File: src/rtl/uart_frame_ctrl.sv
// uart_frame_ctrl: hunts a byte stream from uart_rx for a run of sync bytes,
// gathers a fixed-length payload into a wide word, enforces an inter-byte
// timeout and presents each finished frame over a valid/ready handshake.
// Optional feature macro: UART_FRAME_CSUM_EN adds a trailing XOR checksum
// byte (CHECK state); without it err_csum is tied low.
module uart_frame_ctrl #(
  parameter logic [7:0] SYNC_BYTE      = 8'hAA,
  parameter int         SYNC_COUNT     = 2,
  parameter int         PAYLOAD_BYTES  = 8,
  parameter int         TIMEOUT_CYCLES = 104167
) (
  input  logic                       clk,
  input  logic                       reset,
  input  logic                       rx_valid,
  input  logic [7:0]                 rx_data,
  input  logic                       rx_break,
  output logic [8*PAYLOAD_BYTES-1:0] frame_data,
  output logic                       frame_valid,
  input  logic                       frame_ready,
  output logic [1:0]                 state,
  output logic [3:0]                 byte_cnt,
  output logic                       err_timeout,
  output logic                       err_overrun,
  output logic                       err_csum,
  output logic [15:0]                frame_count
);

  localparam int W  = 8 * PAYLOAD_BYTES;
  localparam int TW = $clog2(TIMEOUT_CYCLES + 1);

  localparam logic [3:0]    SYNC_LAST = 4'(SYNC_COUNT - 1);
  localparam logic [3:0]    BYTE_LAST = 4'(PAYLOAD_BYTES - 1);
  localparam logic [TW-1:0] TMO_LAST  = TW'(TIMEOUT_CYCLES - 1);

`ifdef UART_FRAME_CSUM_EN
  typedef enum logic [1:0] {
    HUNT    = 2'b00,
    COLLECT = 2'b01,
    HOLD    = 2'b10,
    CHECK   = 2'b11
  } state_t;
`else
  typedef enum logic [1:0] {
    HUNT    = 2'b00,
    COLLECT = 2'b01,
    HOLD    = 2'b10
  } state_t;
`endif

  state_t        state_q, state_nxt;
  logic [3:0]    sync_cnt, sync_nxt;
  logic [TW-1:0] tmo_cnt, tmo_nxt;
  logic [3:0]    byte_nxt;
  logic [W-1:0]  data_nxt;
  logic [W-1:0]  frame_shift;
  logic [15:0]   count_nxt;
  logic          timeout_nxt;
  logic          overrun_nxt;
  logic          hunt_byte;
`ifdef UART_FRAME_CSUM_EN
  logic [7:0]    csum, csum_nxt;
  logic          csum_err_nxt;
`endif

  // The newest byte enters at the LSB end so the first byte ends up in the MSBs;
  // truncating the concatenation also keeps the single-byte payload case legal.
  assign frame_shift = W'({frame_data, rx_data});

  // The frame is offered exactly while the FSM sits in HOLD, so an async reset drops it at once.
  assign frame_valid = (state_q == HOLD);
  assign state       = state_q;

  // Next-state and datapath decisions; break and sync-hunting rules are applied last so they override.
  always_comb begin
    state_nxt   = state_q;
    sync_nxt    = sync_cnt;
    tmo_nxt     = tmo_cnt;
    byte_nxt    = byte_cnt;
    data_nxt    = frame_data;
    count_nxt   = frame_count;
    timeout_nxt = 1'b0;
    overrun_nxt = 1'b0;
    hunt_byte   = 1'b0;
`ifdef UART_FRAME_CSUM_EN
    csum_nxt     = csum;
    csum_err_nxt = 1'b0;
`endif

    case (state_q)
      HUNT: begin
        hunt_byte = rx_valid;
      end

      COLLECT: begin
        if (rx_valid) begin
          data_nxt = frame_shift;
          byte_nxt = byte_cnt + 4'd1;
          tmo_nxt  = '0;
`ifdef UART_FRAME_CSUM_EN
          csum_nxt = csum ^ rx_data;
          if (byte_cnt == BYTE_LAST) state_nxt = CHECK;
`else
          if (byte_cnt == BYTE_LAST) state_nxt = HOLD;
`endif
        end else if (tmo_cnt == TMO_LAST) begin
          timeout_nxt = 1'b1;
          state_nxt   = HUNT;
          byte_nxt    = '0;
          tmo_nxt     = '0;
        end else begin
          tmo_nxt = tmo_cnt + 1'b1;
        end
      end

`ifdef UART_FRAME_CSUM_EN
      CHECK: begin
        if (rx_valid) begin
          tmo_nxt = '0;
          if (rx_data == csum) begin
            state_nxt = HOLD;
          end else begin
            csum_err_nxt = 1'b1;
            state_nxt    = HUNT;
            byte_nxt     = '0;
          end
        end else if (tmo_cnt == TMO_LAST) begin
          timeout_nxt = 1'b1;
          state_nxt   = HUNT;
          byte_nxt    = '0;
          tmo_nxt     = '0;
        end else begin
          tmo_nxt = tmo_cnt + 1'b1;
        end
      end
`endif

      HOLD: begin
        if (frame_ready) begin
          count_nxt = frame_count + 16'd1;
          byte_nxt  = '0;
          state_nxt = HUNT;
          hunt_byte = rx_valid;
        end else if (rx_valid) begin
          overrun_nxt = 1'b1;
        end
      end

      default: begin
        state_nxt = HUNT;
      end
    endcase

    if (hunt_byte) begin
      if (rx_data == SYNC_BYTE) begin
        if (sync_cnt == SYNC_LAST) begin
          state_nxt = COLLECT;
          sync_nxt  = '0;
          byte_nxt  = '0;
          tmo_nxt   = '0;
`ifdef UART_FRAME_CSUM_EN
          csum_nxt  = '0;
`endif
        end else begin
          sync_nxt = sync_cnt + 4'd1;
        end
      end else begin
        sync_nxt = '0;
      end
    end

    if (rx_break && (state_q != HOLD)) begin
      state_nxt   = HUNT;
      sync_nxt    = '0;
      tmo_nxt     = '0;
      byte_nxt    = '0;
      timeout_nxt = 1'b0;
`ifdef UART_FRAME_CSUM_EN
      csum_err_nxt = 1'b0;
`endif
    end
  end

  // State register.
  always_ff @(posedge clk or posedge reset) begin
    if (reset) state_q <= HUNT;
    else       state_q <= state_nxt;
  end

  // Counters, payload word and one-cycle error pulses.
  always_ff @(posedge clk or posedge reset) begin
    if (reset) begin
      sync_cnt    <= '0;
      tmo_cnt     <= '0;
      byte_cnt    <= '0;
      frame_data  <= '0;
      frame_count <= '0;
      err_timeout <= 1'b0;
      err_overrun <= 1'b0;
    end else begin
      sync_cnt    <= sync_nxt;
      tmo_cnt     <= tmo_nxt;
      byte_cnt    <= byte_nxt;
      frame_data  <= data_nxt;
      frame_count <= count_nxt;
      err_timeout <= timeout_nxt;
      err_overrun <= overrun_nxt;
    end
  end

`ifdef UART_FRAME_CSUM_EN
  // Running XOR of the payload and the checksum-error pulse.
  always_ff @(posedge clk or posedge reset) begin
    if (reset) begin
      csum     <= '0;
      err_csum <= 1'b0;
    end else begin
      csum     <= csum_nxt;
      err_csum <= csum_err_nxt;
    end
  end
`else
  assign err_csum = 1'b0;
`endif

endmodule

File: config.mk
export PLATFORM = sky130hd
export DESIGN_NAME = uart_frame_ctrl
export DESIGN_NICKNAME = d
export VERILOG_FILES = /design/src/rtl/uart_frame_ctrl.sv
export SDC_FILE = /design/constraint.sdc
export NUM_CORES = 1
export LEC_CHECK = 0
export BUFFER_PORTS_ARGS = -buffer_cell sky130_fd_sc_hd__buf_2
export CORE_AREA = 2 2 103 105
export CTS_BUF_LIST = sky130_fd_sc_hd__clkbuf_16
export DETAILED_ROUTE_END_ITERATION = 8
export DIE_AREA = 0 0 105 107
export GPL_ROUTABILITY_DRIVEN = 1
export PLACE_DENSITY_LB_ADDON = 0.12
export SLEW_MARGIN = 15
export SYNTH_ARGS = -nofsm -noshare
export SYNTH_HDL_FRONTEND = slang
export SYNTH_SLANG_ARGS = --single-unit
File: constraint.sdc
create_clock -name clk -period 3.84 [get_ports clk]
set_clock_uncertainty 0.1 [all_clocks]
set_input_delay 1.152 -clock clk [delete_from_list [all_inputs] [get_ports clk]]
set_output_delay 1.152 -clock clk [all_outputs]
set_load 0.1 [all_outputs]
=== Word-level counts from Yosys, hierarchy flattened ===
Cells that the tools add are included.

* Flip-flop bits (word level): 109
* Input port bits: 13
* Word-level logic and storage cells: 61

* Add/sub/neg operators: 4
* Equal/unequal tests: 7
* Reduce and logical (&&, ||, !) cells: 5
* Multiplexer cells: 37

{| class="wikitable"
|+ Operator list
! kind !! number
|-
| 2-to-1 mux 17 bit || 7
|-
| 2-to-1 mux 4 bit || 11
|-
| adder 17 x 1 -> 17 bit (second input constant) || 1
|-
| equality test 17 bit (second input constant) || 1
|-
| adder 16 x 1 -> 16 bit (second input constant) || 1
|-
| 2-to-1 mux 2 bit || 8
|-
| adder 4 x 1 -> 4 bit (second input constant) || 2
|-
| equality test 8 bit (second input constant) || 1
|-
| 2-to-1 mux 1 bit || 8
|-
| case mux 4 bit (2 select lines) || 1
|-
| case mux 2 bit (3 select lines) || 1
|-
| equality test 4 x 1 -> 1 bit (second input constant) || 1
|-
| equality test 4 x 3 -> 1 bit (second input constant) || 1
|-
| AND reduction 2 bit || 2
|-
| equality test 2 x 1 -> 1 bit (second input constant) || 1
|-
| equality test 2 bit (second input constant) || 1
|-
| logical NOT 2 bit || 1
|-
| inequality test 2 bit (second input constant) || 1
|-
| case mux 1 bit (2 select lines) || 1
|-
| nonzero test 2 bit || 1
|-
| logical AND 1 bit || 1
|}

=== Logic depth before layout (Yosys ltp) ===
* Depth in word-level cells: 8
* Depth in mapped cells: 8
* Mapped depth without buffers: 7

=== Worst setup path before layout ===
Ideal clock, no wire load.

* Path kind: flip-flop to flip-flop
* Start: register state_q[1] (netlist: state[1])
* End: register frame_count[11]
* Cell stages (with the launch flop): 8
* Path slack: 496 ps
* Path buffers: 1
* Arrival: 3,086 ps
* Required time: 3,582 ps
* Cells stage by stage: dfrtp_1 -> ha_1 -> and2_1 -> buf_2 -> nand4_2 -> nor3_4 -> nand3_1 -> xnor2_1

* Longest elaborated chain between the ends: 2

{| class="wikitable"
|+ Ends and longest elaborated chain
! what !! RTL line !! source
|-
| start, declared || 50 || <nowiki>state_t state_q, state_nxt;</nowiki>
|-
| start signal, assigned || 186 || <nowiki>else state_q <= state_nxt;</nowiki>
|-
| equality test 2 bit || - ||
|-
| named net frame_valid || 18 || <nowiki>output logic frame_valid,</nowiki>
|-
| AND reduction 2 bit (no source line) || - ||
|-
| end signal, assigned || 204 || <nowiki>frame_count <= count_nxt;</nowiki>
|-
| end, declared || 25 || <nowiki>output logic [15:0] frame_count</nowiki>
|}

The timed path passes the listed nets, and every way through them passes these cells.
A chain may end at the register's enable or synchronous reset.

=== Final worst setup path ===
* Start: register state_q[0] (netlist: state[0])
* End: output frame_valid

* Longest elaborated chain between the ends: 1

{| class="wikitable"
|+ Ends and longest elaborated chain
! what !! RTL line !! source
|-
| equality test 2 bit || 70 || <nowiki>assign frame_valid = (state_q == HOLD);</nowiki>
|-
| end, declared || 18 ||
|}

Every way passes these cells.

==> flow_summary.html <==
<table>
<tr><th>Metric</th><th>Value</th></tr>
<tr><th colspan="2">Placement</th></tr>
<tr><td>Hpwl dp</td><td>7.05 mm</td></tr>
<tr><td>Port bufs</td><td>101</td></tr>
<tr><td>Placed instance count</td><td>617</td></tr>
<tr><td>Routability congestion estimate from global placement</td><td>0.866</td></tr>
<tr><td>Post-detailed-placement cell area</td><td>0.00549 mm^2</td></tr>
<tr><th colspan="2">GRT</th></tr>
<tr><td>Largest net degree at the start of global routing</td><td>53</td></tr>
<tr><td>Wire length of the first global-routing pass</td><td>16.4 mm</td></tr>
<tr><td>Antenna violations before repair</td><td>0</td></tr>
<tr><td>GRT Overall Usage</td><td>18.3%</td></tr>
<tr><td>Via count of the first global-routing pass</td><td>3273</td></tr>
<tr><td>Total overflow reported by the global router</td><td>0</td></tr>
<tr><th colspan="2">Die</th></tr>
<tr><td>Row cnt</td><td>37</td></tr>
<tr><td>Height of the die</td><td>107 um</td></tr>
<tr><td>Area of the die</td><td>0.0112 mm^2</td></tr>
<tr><td>Number of top-level pins</td><td>103</td></tr>
<tr><td>Initial standard-cell utilization of the core</td><td>47.9%</td></tr>
<tr><td>Die width</td><td>105 um</td></tr>
<tr><td>Core region area</td><td>0.0101 mm^2</td></tr>
<tr><th colspan="2">Final layout</th></tr>
<tr><td>Multi-input combinational cell area</td><td>0.00200 mm^2</td></tr>
<tr><td>Fill cells</td><td>889</td></tr>
<tr><td>Antenna diode count</td><td>0</td></tr>
<tr><td>Area delta synth-&gt;final</td><td>19.4%</td></tr>
<tr><td>Fraction of final layout cells with drive strength greater than 1</td><td>40.6%</td></tr>
<tr><td>Net count reported at finish</td><td>515</td></tr>
<tr><td>Sequential cell area</td><td>0.00273 mm^2</td></tr>
<tr><td>Most common cell after layout, fill and taps aside</td><td>dfrtp_1</td></tr>
<tr><td>Final non-filler cell total</td><td>633</td></tr>
<tr><td>Layout Cell Area excl Fill</td><td>0.00578 mm^2</td></tr>
<tr><td>Commonest cells after routing, fill and taps aside</td><td>dfrtp_1 (109), buf_2 (101), mux2_2 (66)</td></tr>
<tr><th colspan="2">Timing</th></tr>
<tr><td>RSZ-0062 raised after global routing</td><td>no</td></tr>
<tr><td>Maximum clock rate</td><td>352 MHz</td></tr>
<tr><td>Final hold viol count</td><td>0</td></tr>
<tr><td>Final Max Slew Viols</td><td>0</td></tr>
<tr><td>Period minus WS final</td><td>2840 ps</td></tr>
<tr><td>Transition time of the tightest slew-check pin</td><td>773 ps</td></tr>
<tr><td>Remaining max-slew budget at the tightest pin</td><td>48.4%</td></tr>
<tr><td>Hold_ws</td><td>371 ps</td></tr>
<tr><td>Post-route clock period utilization</td><td>73.9%</td></tr>
<tr><td>Number of endpoints failing setup at the final stage</td><td>0</td></tr>
<tr><td>Sum of negative setup slack</td><td>0 ps</td></tr>
<tr><th colspan="2">Hold path</th></tr>
<tr><td>Min-Delay Startpoint</td><td>frame_count[15]</td></tr>
<tr><td>Worst hold-check path type</td><td>register to register</td></tr>
<tr><td>Worst Hold Endpoint</td><td>frame_count[15]</td></tr>
<tr><td>Number of cells on the worst hold path</td><td>1</td></tr>
<tr><th colspan="2">Run status</th></tr>
<tr><td>Outcome</td><td>finished, final reports clean</td></tr>
<tr><th colspan="2">Worst setup path</th></tr>
<tr><td>Crit-path max FO</td><td>6</td></tr>
<tr><td>Number of buffer and inverter stages on the critical path</td><td>2</td></tr>
<tr><td>Cell family with the largest share of critical-path delay</td><td>buffers and inverters</td></tr>
<tr><td>Ordered cell list for the critical path</td><td>inv_1 -&gt; ha_1 -&gt; buf_2</td></tr>
<tr><td>Category of the worst setup path capture point</td><td>output port</td></tr>
<tr><td>WP data arrival</td><td>1590 ps</td></tr>
<tr><td>Logic depth of the worst register-to-register path</td><td>5</td></tr>
<tr><td>Critical register-to-register path startpoint</td><td>state[1]</td></tr>
<tr><td>Critical-path cell with the highest stage delay</td><td>buf_2</td></tr>
<tr><td>Data required time at the worst endpoint</td><td>2590 ps</td></tr>
<tr><td>RR Endpoint</td><td>frame_data[17]</td></tr>
<tr><td>Worst Path Class, Setup</td><td>register to output port</td></tr>
<tr><td>Kind of start point of the critical path</td><td>register</td></tr>
<tr><td>Register-to-register path setup slack</td><td>1580 ps</td></tr>
<tr><td>Crit path largest cell delay</td><td>460 ps</td></tr>
<tr><th colspan="2">Pwr</th></tr>
<tr><td>Clock group share of total power</td><td>42.1%</td></tr>
<tr><td>Combinational share of power</td><td>3.6%</td></tr>
<tr><td>Worst IR Drop VDD</td><td>0.224 mV</td></tr>
<tr><td>Sequential share of power</td><td>54.3%</td></tr>
<tr><td>Sw Pwr</td><td>506 uW</td></tr>
<tr><td>Cell Int Power</td><td>1620 uW</td></tr>
<tr><td>Leakage power</td><td>0.00305 uW</td></tr>
<tr><td>Pwr Density</td><td>368 mW/mm^2</td></tr>
<tr><td>Fraction of power spent switching nets</td><td>23.8%</td></tr>
<tr><th colspan="2">Synthesis</th></tr>
<tr><td>Net count after synthesis</td><td>413</td></tr>
<tr><td>Number of warnings reported in the yosys synthesis log</td><td>0</td></tr>
<tr><td>Seq/Total Area, Yosys</td><td>56.4%</td></tr>
<tr><td>Synth area leaders</td><td>dfrtp_1 (56%), mux2_2 (15%), ha_1 (2.6%), nand2_1 (2.4%), xnor2_1 (2.2%)</td></tr>
<tr><td>Count of different cell masters after synthesis</td><td>51</td></tr>
<tr><td>Share of flip-flops with an asynchronous set or reset</td><td>100%</td></tr>
<tr><td>Flops &amp; latches, synth</td><td>109</td></tr>
<tr><td>Post-Syn Area</td><td>0.00484 mm^2</td></tr>
<tr><td>Number of synthesized flops with an enable pin</td><td>0</td></tr>
<tr><td>Most used DFF post-synth</td><td>dfrtp_1</td></tr>
<tr><td>Yosys top cell area share</td><td>56.4%</td></tr>
<tr><td>Biggest area consumer among synthesized cells</td><td>dfrtp_1</td></tr>
<tr><td>Synthesized instance count</td><td>390</td></tr>
<tr><td>Synthesized area divided by synthesized cell count</td><td>12.4 um^2</td></tr>
<tr><th colspan="2">Drt</th></tr>
<tr><td>Starting DRT DRC Count</td><td>128</td></tr>
<tr><td>ANT nets after route</td><td>0</td></tr>
<tr><td>DRT Pass-1 Iters</td><td>5</td></tr>
<tr><td>Detailed Route WL</td><td>9.78 mm</td></tr>
<tr><td>Post-detailed-route DRC marker count</td><td>0</td></tr>
<tr><td>Detail-routed net length per standard cell</td><td>15.5 um</td></tr>
<tr><td>Vias</td><td>3358</td></tr>
<tr><td>Vias/cell</td><td>5.30</td></tr>
<tr><th colspan="2">Clock network</th></tr>
<tr><td>Buffers inserted during post-CTS setup optimization</td><td>0</td></tr>
<tr><td>Number of clock sinks</td><td>109</td></tr>
<tr><td>Max Buffers Root-to-Sink</td><td>2</td></tr>
<tr><td>Num CTS Buffers</td><td>9</td></tr>
<tr><td>Number of buffers inserted by hold repair at cts</td><td>0</td></tr>
<tr><td>Clock latency on the worst-skew pair</td><td>340 ps</td></tr>
<tr><td>Root cell of the clock tree</td><td>clkbuf_16</td></tr>
<tr><td>CTS tree</td><td>built</td></tr>
<tr><td>Level count of the clock H-tree</td><td>3</td></tr>
<tr><td>CTS clk-pin slew, worst paths</td><td>80 ps</td></tr>
<tr><td>Gates resized, CTS repair</td><td>0</td></tr>
<tr><th colspan="2">Flow run</th></tr>
<tr><td>MaxCap Viol Count</td><td>0</td></tr>
</table>
-- per-stage QoR --
step	power, uW	util [%]	setup slack, ps
final	2120	57.3	1000
after global routing	2210	57.3	921
after CTS	2150	57.3	991
after detailed placement	1250	54.4	1000
after global placement	1250	54.4	1070
after floorplan	1230	-	496
-- cell type report --
class	instances	share of cell area, %
multi-input cells	257	34.6
flip-flops and latches	109	47.2
repair buffers	105	9.48
clock buffers	9	3.90
clock inverters	7	1.15
well taps	136	2.94
inverters	10	0.714
-- cell families after synthesis --
| family | synth area share [%] |
|---|---|
| AO/OA/AOI/OAI | 5.46 |
| XOR/XNOR | 3.98 |
| adder cells (fa/ha/maj) | 2.59 |
| buffers and inverters | 2.33 |
| flip-flops | 56.4 |
| multiplexers | 15.8 |
| other | 0.0775 |
| AND/OR/NAND/NOR | 13.4 |
-- power groups by stage --
stage	combinational (uW)	clock, uW	sequential, uW
3_3_place_gp	78.5	0	1180
3_5_place_dp	79.3	0	1180
2_1_floorplan	37.5	0	1190
5_1_grt	85.5	970	1150
6_report	76.8	895	1150
4_1_cts	79.4	920	1150
-- how the worst max path moves through the flow --
stage | startpoint | endpoint | slack, ps | depth (start not counted)
after global routing | state[0] | frame_valid | 920 | 3
after global placement | rx_valid | frame_data[2] | 1070 | 4
final | state[0] | frame_valid | 1000 | 3
after floorplan | state[1] | frame_count[11] | 500 | 7
after detailed placement | rx_data[1] | tmo_cnt[3] | 1000 | 6
after CTS | state[0] | frame_valid | 990 | 3
-- state kept, by name, summed over array words and instances, names as in the netlist --
register	cells
byte_cnt	4
err_overrun	1
err_timeout	1
frame_count	16
frame_data	64
state	2
sync_cnt	4
tmo_cnt	17
-- cell usage after synthesis, types with 3 or more instances --
cell type,count
a21o_1,3
a21oi_1,12
a31oi_1,4
and2_1,4
and3_1,4
buf_2,8
clkbuf_1,3
dfrtp_1,109
ha_1,10
inv_1,9
mux2_2,66
nand2_1,31
nand2b_1,3
nand3_1,17
nand4_1,7
nor2_1,20
nor3_1,4
o21ai_0,6
or3_1,3
xnor2_1,12
xor2_1,10
-- layer usage --
metal,wire (um),global-route usage (%),vias to the layer above,share of wire [%]
met1,4480,25.3,1677,46
met4,146,6.76,0,1.5
met5,0,0,-,0
met2,4770,29.3,85,49
met3,378,3.16,13,3.9
li1,-,-,1583,-
Note: power is estimated with default switching activity, not from simulation.
